File: config.mk
export PLATFORM = sky130hd
export DESIGN_NAME = memory_access
export DESIGN_NICKNAME = d
export VERILOG_FILES = /design/src/rtl/memory_access.sv
export SDC_FILE = /design/constraint.sdc
export NUM_CORES = 1
export LEC_CHECK = 0
export ABC_CLOCK_PERIOD_IN_PS = 4059
export CAP_MARGIN = 20
export CORE_AREA = 10 10 142 144
export CTS_CLUSTER_DIAMETER = 50
export DETAILED_ROUTE_END_ITERATION = 6
export DIE_AREA = 0 0 152 154
export PLACE_DENSITY = 0.71
export SLEW_MARGIN = 10
export SYNTH_ARGS = -nofsm -noshare
export SYNTH_HDL_FRONTEND = slang
export SYNTH_SLANG_ARGS = --single-unit
File: constraint.sdc
create_clock -name clk -period 4.06 [get_ports clk]
set_input_delay 0.812 -clock clk [delete_from_list [all_inputs] [get_ports clk]]
set_output_delay 0.812 -clock clk [all_outputs]
set_load 0.02 [all_outputs]
File: src/rtl/memory_access.sv
// Memory-access pipeline stage: turns the execute result into a load/store on a req/ack data port,
// stalls upstream while the transfer is outstanding and hands the finished status to writeback.
// Optional build macro: MEM_MISALIGN_TRAP_EN (adds the 'misaligned' output and traps misaligned
// accesses instead of forcing them aligned).

package memory_access_pkg;

  typedef enum logic [1:0] {
    MemByte = 2'd0,
    MemHalf = 2'd1,
    MemWord = 2'd2
  } mem_size_e;

  typedef struct packed {
    logic      memory_read;
    logic      memory_write;
    mem_size_e memory_size;
    logic      memory_unsigned;
  } instruction_t;

  typedef struct packed {
    logic [31:0] value;
    logic        valid;
    logic [4:0]  target;
  } data_t;

  typedef struct packed {
    logic         valid;
    logic         ready;
    logic [31:0]  pc;
    instruction_t instruction;
    data_t        data;
    logic [31:0]  reg_rs1;
    logic [31:0]  reg_rs2;
  } stage_status_t;

endpackage

module memory_access
  import memory_access_pkg::*;
#(
  parameter int unsigned WIDTH = 32
) (
  input  logic             clk,
  input  logic             rst_n,
  input  stage_status_t    stage_in,
  output stage_status_t    stage_out,
  output logic             mem_req,
  output logic             mem_write,
  output logic [WIDTH-1:0] mem_addr,
  output logic [WIDTH-1:0] mem_wdata,
  output logic [3:0]       mem_byte_en,
  input  logic             mem_ack,
`ifdef MEM_MISALIGN_TRAP_EN
  input  logic [WIDTH-1:0] mem_rdata,
  output logic             misaligned
`else
  input  logic [WIDTH-1:0] mem_rdata
`endif
);

  typedef enum logic [1:0] {StIdle, StBusy, StDone} state_e;

  state_e           state_q, state_d;
  logic [WIDTH-1:0] load_q, load_d;

  logic             mem_op, is_load;
  logic [1:0]       off, off_al;
  logic [WIDTH-1:0] rd_shift, rd_ext;

  assign mem_op  = stage_in.valid &&
                   (stage_in.instruction.memory_read || stage_in.instruction.memory_write);
  assign is_load = stage_in.instruction.memory_read && !stage_in.instruction.memory_write;
  assign off     = stage_in.data.value[1:0];

  // Lane alignment of the request: offset forced to the access size, enables and replicated data
  always_comb begin
    off_al      = 2'b00;
    mem_byte_en = 4'b1111;
    mem_wdata   = stage_in.reg_rs2;
    unique case (stage_in.instruction.memory_size)
      MemByte: begin
        off_al      = off;
        mem_byte_en = 4'b0001 << off;
        mem_wdata   = {4{stage_in.reg_rs2[7:0]}};
      end
      MemHalf: begin
        off_al      = {off[1], 1'b0};
        mem_byte_en = off[1] ? 4'b1100 : 4'b0011;
        mem_wdata   = {2{stage_in.reg_rs2[15:0]}};
      end
      default: ;
    endcase
  end

  assign mem_write = stage_in.instruction.memory_write;
  assign mem_addr  = {stage_in.data.value[WIDTH-1:2], 2'b00};

  // Load extraction: shift the addressed lane down, then sign- or zero-extend
  always_comb begin
    rd_shift = mem_rdata >> {off_al, 3'b000};
    rd_ext   = rd_shift;
    unique case (stage_in.instruction.memory_size)
      MemByte: rd_ext = {{24{~stage_in.instruction.memory_unsigned & rd_shift[7]}},
                         rd_shift[7:0]};
      MemHalf: rd_ext = {{16{~stage_in.instruction.memory_unsigned & rd_shift[15]}},
                         rd_shift[15:0]};
      default: ;
    endcase
  end

`ifdef MEM_MISALIGN_TRAP_EN
  logic is_misal;
  assign is_misal = (stage_in.instruction.memory_size == MemHalf) ? off[0] :
                    (stage_in.instruction.memory_size == MemByte) ? 1'b0 : (off != 2'b00);
`endif

  // Transfer FSM next state and stage outputs
  always_comb begin
    state_d         = state_q;
    load_d          = load_q;
    stage_out       = stage_in;
    stage_out.ready = 1'b1;
    mem_req         = 1'b0;
`ifdef MEM_MISALIGN_TRAP_EN
    misaligned      = 1'b0;
`endif
    unique case (state_q)
      StIdle: begin
        if (mem_op) begin
          stage_out.valid = 1'b0;
          stage_out.ready = 1'b0;
`ifdef MEM_MISALIGN_TRAP_EN
          if (is_misal) begin
            state_d = StDone;
          end else
`endif
          begin
            mem_req = 1'b1;
            if (mem_ack) begin
              load_d  = rd_ext;
              state_d = StDone;
            end else begin
              state_d = StBusy;
            end
          end
        end
      end
      StBusy: begin
        mem_req         = 1'b1;
        stage_out.valid = 1'b0;
        stage_out.ready = 1'b0;
        if (mem_ack) begin
          load_d  = rd_ext;
          state_d = StDone;
        end
      end
      StDone: begin
        stage_out.valid = 1'b1;
        if (is_load) begin
          stage_out.data.value = load_q;
          stage_out.data.valid = 1'b1;
        end else begin
          stage_out.data.valid  = 1'b0;
          stage_out.data.target = '0;
        end
`ifdef MEM_MISALIGN_TRAP_EN
        if (is_misal) begin
          misaligned           = 1'b1;
          stage_out.data.valid = 1'b0;
        end
`endif
        state_d = StIdle;
      end
      default: state_d = StIdle;
    endcase
    // Reset gates every handshake output so nothing leaks out while held
    if (!rst_n) begin
      mem_req         = 1'b0;
      stage_out.valid = 1'b0;
      stage_out.ready = 1'b0;
`ifdef MEM_MISALIGN_TRAP_EN
      misaligned      = 1'b0;
`endif
    end
  end

  // State and captured load data
  always_ff @(posedge clk) begin
    if (!rst_n) begin
      state_q <= StIdle;
      load_q  <= '0;
    end else begin
      state_q <= state_d;
      load_q  <= load_d;
    end
  end

endmodule

; ---- Yosys cells after proc, flatten, opt, wreduce, memory -nomap -nowiden
; Index checks and enable logic that the tools add are counted.
[totals]
in_bits = 176
word_cells = 44
output_inout_bits = 211
register_bits = 34
[op_classes]
bitwise_logic = 3
shifts = 2
n_mux = 23
reduce_logical = 9
eq_ne = 5
[ops]
columns = op, n
row1 = 32-bit one-hot mux with 2 select lines, 3
row2 = 32-bit 2-to-1 mux, 3
row3 = 38-bit 2-to-1 mux, 1
row4 = 32-bit by 5-bit >> shifter with 32-bit output, 1
row5 = 2-bit 2-to-1 mux, 5
row6 = 2-bit one-hot mux with 2 select lines, 2
row7 = 4-bit one-hot mux with 2 select lines, 1
row8 = 5-bit 2-to-1 mux, 1
row9 = "2-bit by 1-bit equality test with 1-bit output, second input constant", 2
row10 = 2-bit logical NOT, 2
row11 = 4-bit 2-to-1 mux, 1
row12 = "2-bit inequality test, second input constant", 2
row13 = 1-bit one-hot mux with 2 select lines, 2
row14 = 2-bit AND reduction, 2
row15 = "1-bit by 2-bit << shifter with 4-bit output, first input constant", 1
row16 = 1-bit 2-to-1 mux, 3
row17 = 1-bit one-hot mux with 3 select lines, 1
row18 = 1-bit AND, 2
row19 = "2-bit equality test, second input constant", 1
row20 = 1-bit logical AND, 2
row21 = 2-bit nonzero test, 1
row22 = 1-bit logical NOT, 1
row23 = 1-bit logical OR, 1
row24 = 1-bit inverter, 1

; ---- Logic depth before layout (Yosys ltp)
; Gate-level depths: netlist (run 1).
[logic_depth]
depth_word = 8
depth_mapped = 7

; ---- Worst setup path before layout (run 1)
; OpenSTA, ideal clock, no wires.
[synth_timing]
kind = input-to-output
startpoint = in stage_in[106] in the netlist's numbering
endpoint = out stage_out[100] in the netlist's numbering
t_arrival_ps = 1915
cell_stages = 4
setup_slack_ps = 1333
required_time_ps = 3248
path_cell_list = inv_1 nor3b_1 buf_2 mux2_2
[synth_lines]
columns = element, line_no
row1 = "start, declared", 46  ; input stage_status_t stage_in,
row2 = "end, declared", 47  ; output stage_status_t stage_out,

==> metrics, run 1 <==
status completed; Worst Setup Start Kind input port; worst-path fanout max 11; Final period util 0.918; DP HPWL 14700 µm; vias in the first global route 3567; Switching Share 0.331; post-layout instance area about 5500 µm²; Final GP Congestion ~0.82; hold endpoint load_q[1]; Setup CP Type in2out; Clock Pin Slew Worst Setup and Hold Paths approximately 60 ps; total track usage 0.136; Post-synth EDFFs 0; switching power about 0.46 mW; Syn Area/Cell between 8 and 9 µm²; Yosys reg bits 34; Root Buffer clkbuf_16; # H-tree levels 2; Longest Clk Path Bufs 2; capturing point of the worst reg2reg path load_q[30]; minimum clock period 3730 ps; R2R depth 7; Initial Utilization 0.208; hold buffers post-CTS 0; placed inst area between 5000 and 6000 µm²; DR vias/cell about 4.3; Power Density ~250 nW/µm²; HP Start load_q[1]; Yosys cell types 33; TritonCTS Sinks 34; Critical Path End Type output pin; CTS tree yes; # setup viols final 0; arrival time at the worst endpoint 2910 ps; area of the mapped netlist 3570 µm²; final hold vios 0; post-synthesis compound-gate area fraction 0.157; core area between 15000 and 20000 µm²; CP required between 3000 and 4000 ps; share of cells above drive strength 1 0.185; DIE WIDTH approximately 150 µm; overall power approximately 1.4 mW; ys flop type dfxtp_1; post-synthesis sequential area ratio 0.191; Max IR drop VDD 0.156 mV; Worst Tran Pin Value ~660 ps; total gr overflow 0; drt wl/cell approximately 22 µm; ant diodes 0; largest cells by area after synthesis buf_4 (30%), dfxtp_1 (19%), mux2_2 (15%); vias roughly 3300; multiplexer share of the synthesized area 0.211; ys async rst share 0; worst setup margin 333 ps; Hold Crit Class reg2reg; Synth Instances roughly 440; Seq pwr share 0.271; Layout fillers about 1800; initial antenna violation count 0; number of remaining DRC errors 0; Gate power share 0.447; Slew Limit Fails 0; post-CTS resize count 0; Post-Place Worst Slack ~310 ps; CTS buffer count 5; Leak just over 2 nW; antenna-violating nets left 0; die height around 150 µm; worst hold stages 2; row cnt 48; port buffer count 255; Worst-Skew Late Latency 280 ps; Worst Skew ~3.8 ps; unrepaired setup endpoints after global routing false; fmax roughly 270 MHz; num ports approximately 390; post-synthesis xor/xnor area fraction 0; reg2reg start state_q[0]; simple-gate share of the synthesized area 0.108; total wire length around 17000 µm; nets@finish around 730; DRT iter0 DRCs 84; P&R area growth vs syn 54.5%; Max Cap Viol 0; Ys Warns 0; internal power just over 0.9 mW; Post-CTS Setup Inserts 0; r2r setup slk about 2400 ps; largest net degree at the start of global routing 52; hold_ws 473 ps; Adder-Cell Fraction of Synth Area 0; Setup TNS 0 ps; first-pass GRT wire length between 20000 and 25000 µm; largest family of logic cells by synthesized area buffers and inverters; Pre-antenna DRT Iters 4; Die ar. between 20000 and 25000 µm²; Yosys top cell by area buf_4; clock power share 0.282; post-synth top area share 0.299; Slew headroom 0.562
## logic make-up after synthesis
family,count (synthesis)
other cells,1
mux,63
buf+inv,168
compound gates,83
simple gates,87
flops,34
## layer usage
metal  vias to the layer above  global-route usage  share of wire
met5                         -                   0              0
met3                        30              0.0675           0.11
met1                      1530               0.136           0.37
met2                       211               0.241           0.50
met4                         0              0.0472          0.027
li1                       1577                   -              -
## synthesized netlist by cell type (8+ instances only)
library cell  number
buf_4            142
mux2_2            49
nand2_1           47
o21ai_0           37
dfxtp_1           34
a21oi_1           19
nor2_1            16
clkbuf_1          14
a21oi_2           10
mux2i_1            9
and2_1             8
o221a_2            8
## power groups by stage
| stage | clock (mW) | combinational [mW] | sequential [mW] |
|---|---|---|---|
| after detailed placement | 0 | 0.626 | 0.380 |
| final | 0.390 | 0.616 | 0.373 |
| after CTS | 0.406 | 0.629 | 0.373 |
| after global placement | 0 | 0.623 | 0.381 |
| after floorplan | 0 | 0.416 | 0.374 |
| after global routing | 0.416 | 0.658 | 0.376 |
## area by class of cell
type                            instances  area [µm²]  area share
Multi-Input combinational cell        235        1720       0.311
Sequential cell                        34         681       0.123
Inverter                                4        15.0     0.00272
Timing Repair Buffer                  270        2670       0.485
Clock buffer                            7         143      0.0259
Tap cell                              225         282      0.0511
Clock inverter                          1        5.00    0.000908
## per-stage QoR
| step | util | instances |
|---|---|---|
| finish | 0.321 | 776 |
| global placement | 0.312 | 768 |
| floorplan | - | 437 |
| global route | 0.321 | 776 |
| CTS | 0.321 | 776 |
| detailed placement | 0.312 | 768 |
## cell usage in the layout, fill, tap and decap left out, types with 2 or more instances in the layout
cell type	n
buf_4	14
nand3_1	2
mux2i_1	9
clkdlybuf4s50_1	254
mux2_2	49
dfxtp_1	34
o221a_2	8
conb_1	2
clkbuf_16	5
nand2b_1	2
o21ai_0	37
mux4_2	5
a21oi_1	19
nand2_1	47
and2_1	8
nor2b_1	6
inv_1	4
a21oi_2	10
nor2_1	15
nor3_1	2
a22o_1	2
## flip-flops by register name, indices dropped and copies added (netlist names)
signal and flops:
state_q 2, load_q 32
## worst max-delay path by stage
stage / end / from / slack, ps
after floorplan: stage_out[100] / stage_in[106] / 1330
after global placement: stage_out[93] / stage_in[106] / 330
after detailed placement: stage_out[90] / stage_in[106] / 310
after CTS: stage_out[90] / stage_in[106] / 310
after global routing: stage_out[90] / stage_in[106] / 240
final: stage_out[93] / stage_in[106] / 330
## worst max-delay path, stage by stage
cell             delay, ps
clkdlybuf4s50_1        540
inv_1                   80
nor3b_2                310
buf_4                  260
mux2_2                 360
clkdlybuf4s50_1        550
No activity file was read; power rests on OpenSTA's default activity.
==> run 2: changes to the inputs <==
Settings changed: ABC_AREA set to 1, CTS_BUF_LIST set to sky130_fd_sc_hd__clkbuf_4, PLACE_DENSITY 0.71 to 0.74.
==> metrics, run 2 <==
status completed (unchanged); post-synthesis sequential area ratio 0.171 (was 0.191); peak per-stage delay on the critical path 600 ps (was 550 ps); share of cells above drive strength 1 0.0408 (was 0.185); hold endpoint load_q[25] (was load_q[1]); total wire length 18500 µm (was 17200 µm); TritonCTS Sinks 34 (unchanged); core area 17200 µm² (unchanged); Pre-antenna DRT Iters 4 (unchanged); initial antenna violation count 2 (was 0); Die ar. 23400 µm² (unchanged); ys flop type dfxtp_1 (unchanged); Max Cap Viol 0 (unchanged); P&R area growth vs syn 43.7% (was 54.5%); largest registers load_q x32, state_q x2 (unchanged); num ports 387 (unchanged); Yosys top cell by area buf_4 (unchanged); largest cells by area after synthesis buf_4 (27%), nand2_1 (18%), dfxtp_1 (17%) (was buf_4 (30%), dfxtp_1 (19%), mux2_2 (15%)); Worst Skew 3.07 ps (was 3.80 ps); DIE WIDTH 152 µm (unchanged); Hold Crit Class reg2reg (unchanged); r2r setup slk 2090 ps (was 2400 ps); CP Cell Sequence clkdlybuf4s50_1 -> inv_1 -> nor2_1 -> nand2_2 -> buf_12 -> mux2_2 -> clkdlybuf4s50_1 (was clkdlybuf4s50_1 -> inv_1 -> nor3b_2 -> buf_4 -> mux2_2 -> clkdlybuf4s50_1); antenna-violating nets left 0 (unchanged); worst hold stages 4 (was 2); Slew headroom 0.604 (was 0.562); CP max-delay cell clkdlybuf4s50_1 (unchanged); total gr overflow 0 (unchanged); Longest Clk Path Bufs 2 (unchanged); vias in the first global route 4483 (was 3567); hold buffers post-CTS 0 (unchanged); capturing point of the worst reg2reg path load_q[7] (was load_q[30]); placed inst area 5670 µm² (was 5370 µm²); # setup viols final 0 (unchanged); total track usage 0.146 (was 0.136); ys async rst share 0 (unchanged); # H-tree levels 2 (unchanged); Final GP Congestion 0.817 (was 0.823); most frequent cells in the layout clkdlybuf4s50_1 (253), nand2_1 (188), inv_1 (88), nand3_1 (67), a21oi_1 (46) (was clkdlybuf4s50_1 (254), mux2_2 (49), nand2_1 (47), o21ai_0 (37), dfxtp_1 (34)); port buffer count 255 (unchanged); R2R depth 7 (unchanged); Yosys reg bits 34 (unchanged); post-layout instance area 5720 µm² (was 5510 µm²); Reg with most FFs load_q (unchanged); Critical Path End Type output pin (unchanged); HP Start load_q[25] (was load_q[1]); arrival time at the worst endpoint 2840 ps (was 2910 ps); Worst Tran Pin Value 589 ps (was 657 ps); Root Buffer clkbuf_4 (was clkbuf_16); Syn Area/Cell 5.80 µm² (was 8.19 µm²); reg2reg start state_q[0] (unchanged); Setup TNS 0 ps (unchanged); row cnt 48 (unchanged); Worst-Skew Late Latency 340 ps (was 280 ps); first-pass GRT wire length 27100 µm (was 24400 µm); DR vias/cell 4.34 (was 4.31); post-CTS resize count 0 (unchanged); Post-CTS Setup Inserts 0 (unchanged); Synth Instances 687 (was 436); largest net degree at the start of global routing 52 (unchanged); Ys Warns 0 (unchanged); CP required 3250 ps (about the same); CTS buffer count 5 (unchanged); Leak 2.73 nW (was 2.05 nW); Final period util 0.900 (was 0.918); Max IR drop VDD 0.0763 mV (was 0.156 mV); area of the mapped netlist 3980 µm² (was 3570 µm²); max reg flops 32 (unchanged); FF/Latch Area 681 µm² (unchanged); nets@finish 961 (was 726); Slew Limit Fails 0 (unchanged); Power Density 210 nW/µm² (was 250 nW/µm²); number of remaining DRC errors 0 (unchanged); fmax 274 MHz (was 268 MHz); die height 154 µm (unchanged); CTS tree yes (unchanged); most common cell after layout, fill and taps aside clkdlybuf4s50_1 (unchanged); multi-input logic area 1730 µm² (was 1720 µm²); most frequent CP cell clkdlybuf4s50_1 (unchanged); vias 4392 (was 3348); DP HPWL 15600 µm (was 14700 µm); Initial Utilization 0.232 (was 0.208); DRT iter0 DRCs 195 (was 84); Worst Setup Start Kind input port (unchanged); Setup CP Type in2out (unchanged); hold_ws 543 ps (was 473 ps); minimum clock period 3650 ps (was 3730 ps); Layout fillers 1902 (was 1828); synth cell count leaders nand2_1 (189), buf_4 (143), inv_1 (88) (was buf_4 (142), mux2_2 (49), nand2_1 (47)); post-synth top area share 0.269 (was 0.299); Clock Pin Slew Worst Setup and Hold Paths 100 ps (was 60 ps); Post-synth EDFFs 0 (unchanged); Yosys cell types 24 (was 33); worst-path fanout max 46 (was 11); final hold vios 0 (unchanged); unrepaired setup endpoints after global routing false (unchanged); drt wl/cell 18.3 µm (was 22.2 µm); top-count cell post-synth nand2_1 (was buf_4)
## run 2: cell families (layout without fill, tap and decap cells)
logic type,after synthesis,after routing,share of synthesized area
AOI/OAI and AO/OA,89,89,0.113
buffers and inverters,267,364,0.397
DFF,34,34,0.171
muxes,3,3,0.00848
other,1,3,0.000941
and+or+nand+nor,293,293,0.309
## run 2: report_power, final
group / internal [mW] / switching (mW) / leakage, nW
clock: 0.0623 / 0.119 / 0.0308
sequential: 0.359 / 0.00733 / 0.280
combinational: 0.308 / 0.347 / 2.42
total: 0.730 / 0.474 / 2.73
## run 2: routing by layer
metal,global-route usage,share of wire,routed length [µm],vias up
li1,-,-,-,2177
met4,0.0362,0.017,305,2
met5,0,0.00070,13,-
met2,0.275,0.51,9490,259
met3,0.0675,0.11,2060,27
met1,0.142,0.36,6610,1927
## run 2: worst max-delay path, delay by kind of cell
kind                   cells  cell delay (ps)
buffers and inverters      4             1390
multiplexers               1              250
AND/OR/NAND/NOR            2              380
## run 2: per-stage QoR
stage / power [mW] / worst slack, ps / utilization / cells
after floorplan: 0.819 / 1490 / - / 688
after global placement: 1.03 / 390 / 0.330 / 1003
after detailed placement: 1.04 / 384 / 0.330 / 1003
after CTS: 1.22 / 372 / 0.333 / 1010
after global routing: 1.28 / 277 / 0.333 / 1011
final: 1.20 / 406 / 0.333 / 1011
## run 2: worst max path at each step
stage                       start              to  slack, ps  cells past startpoint
floorplan           stage_in[106]  stage_out[101]       1490                      5
global placement    stage_in[106]   stage_out[77]        390                      7
detailed placement  stage_in[106]   stage_out[77]        380                      7
CTS                 stage_in[106]   stage_out[77]        370                      7
global route        stage_in[106]   stage_out[86]        280                      7
finish              stage_in[106]   stage_out[77]        410                      7
## run 2: cell type report
class / count / area share
timing repair buffer: 266 / 0.462
antenna: 1 / 0.000437
tap: 225 / 0.0492
clock inverter: 2 / 0.00175
multi-input combinational: 387 / 0.302
sequential: 34 / 0.119
inverter: 91 / 0.0597
clock buffer: 5 / 0.00656
==> run 3: changes to the inputs <==
Settings changed: SKIP_CTS_REPAIR_TIMING set to 1.
==> results of run 3 <==
No change in the layout: final DEF, timing and power equal those of run 2.
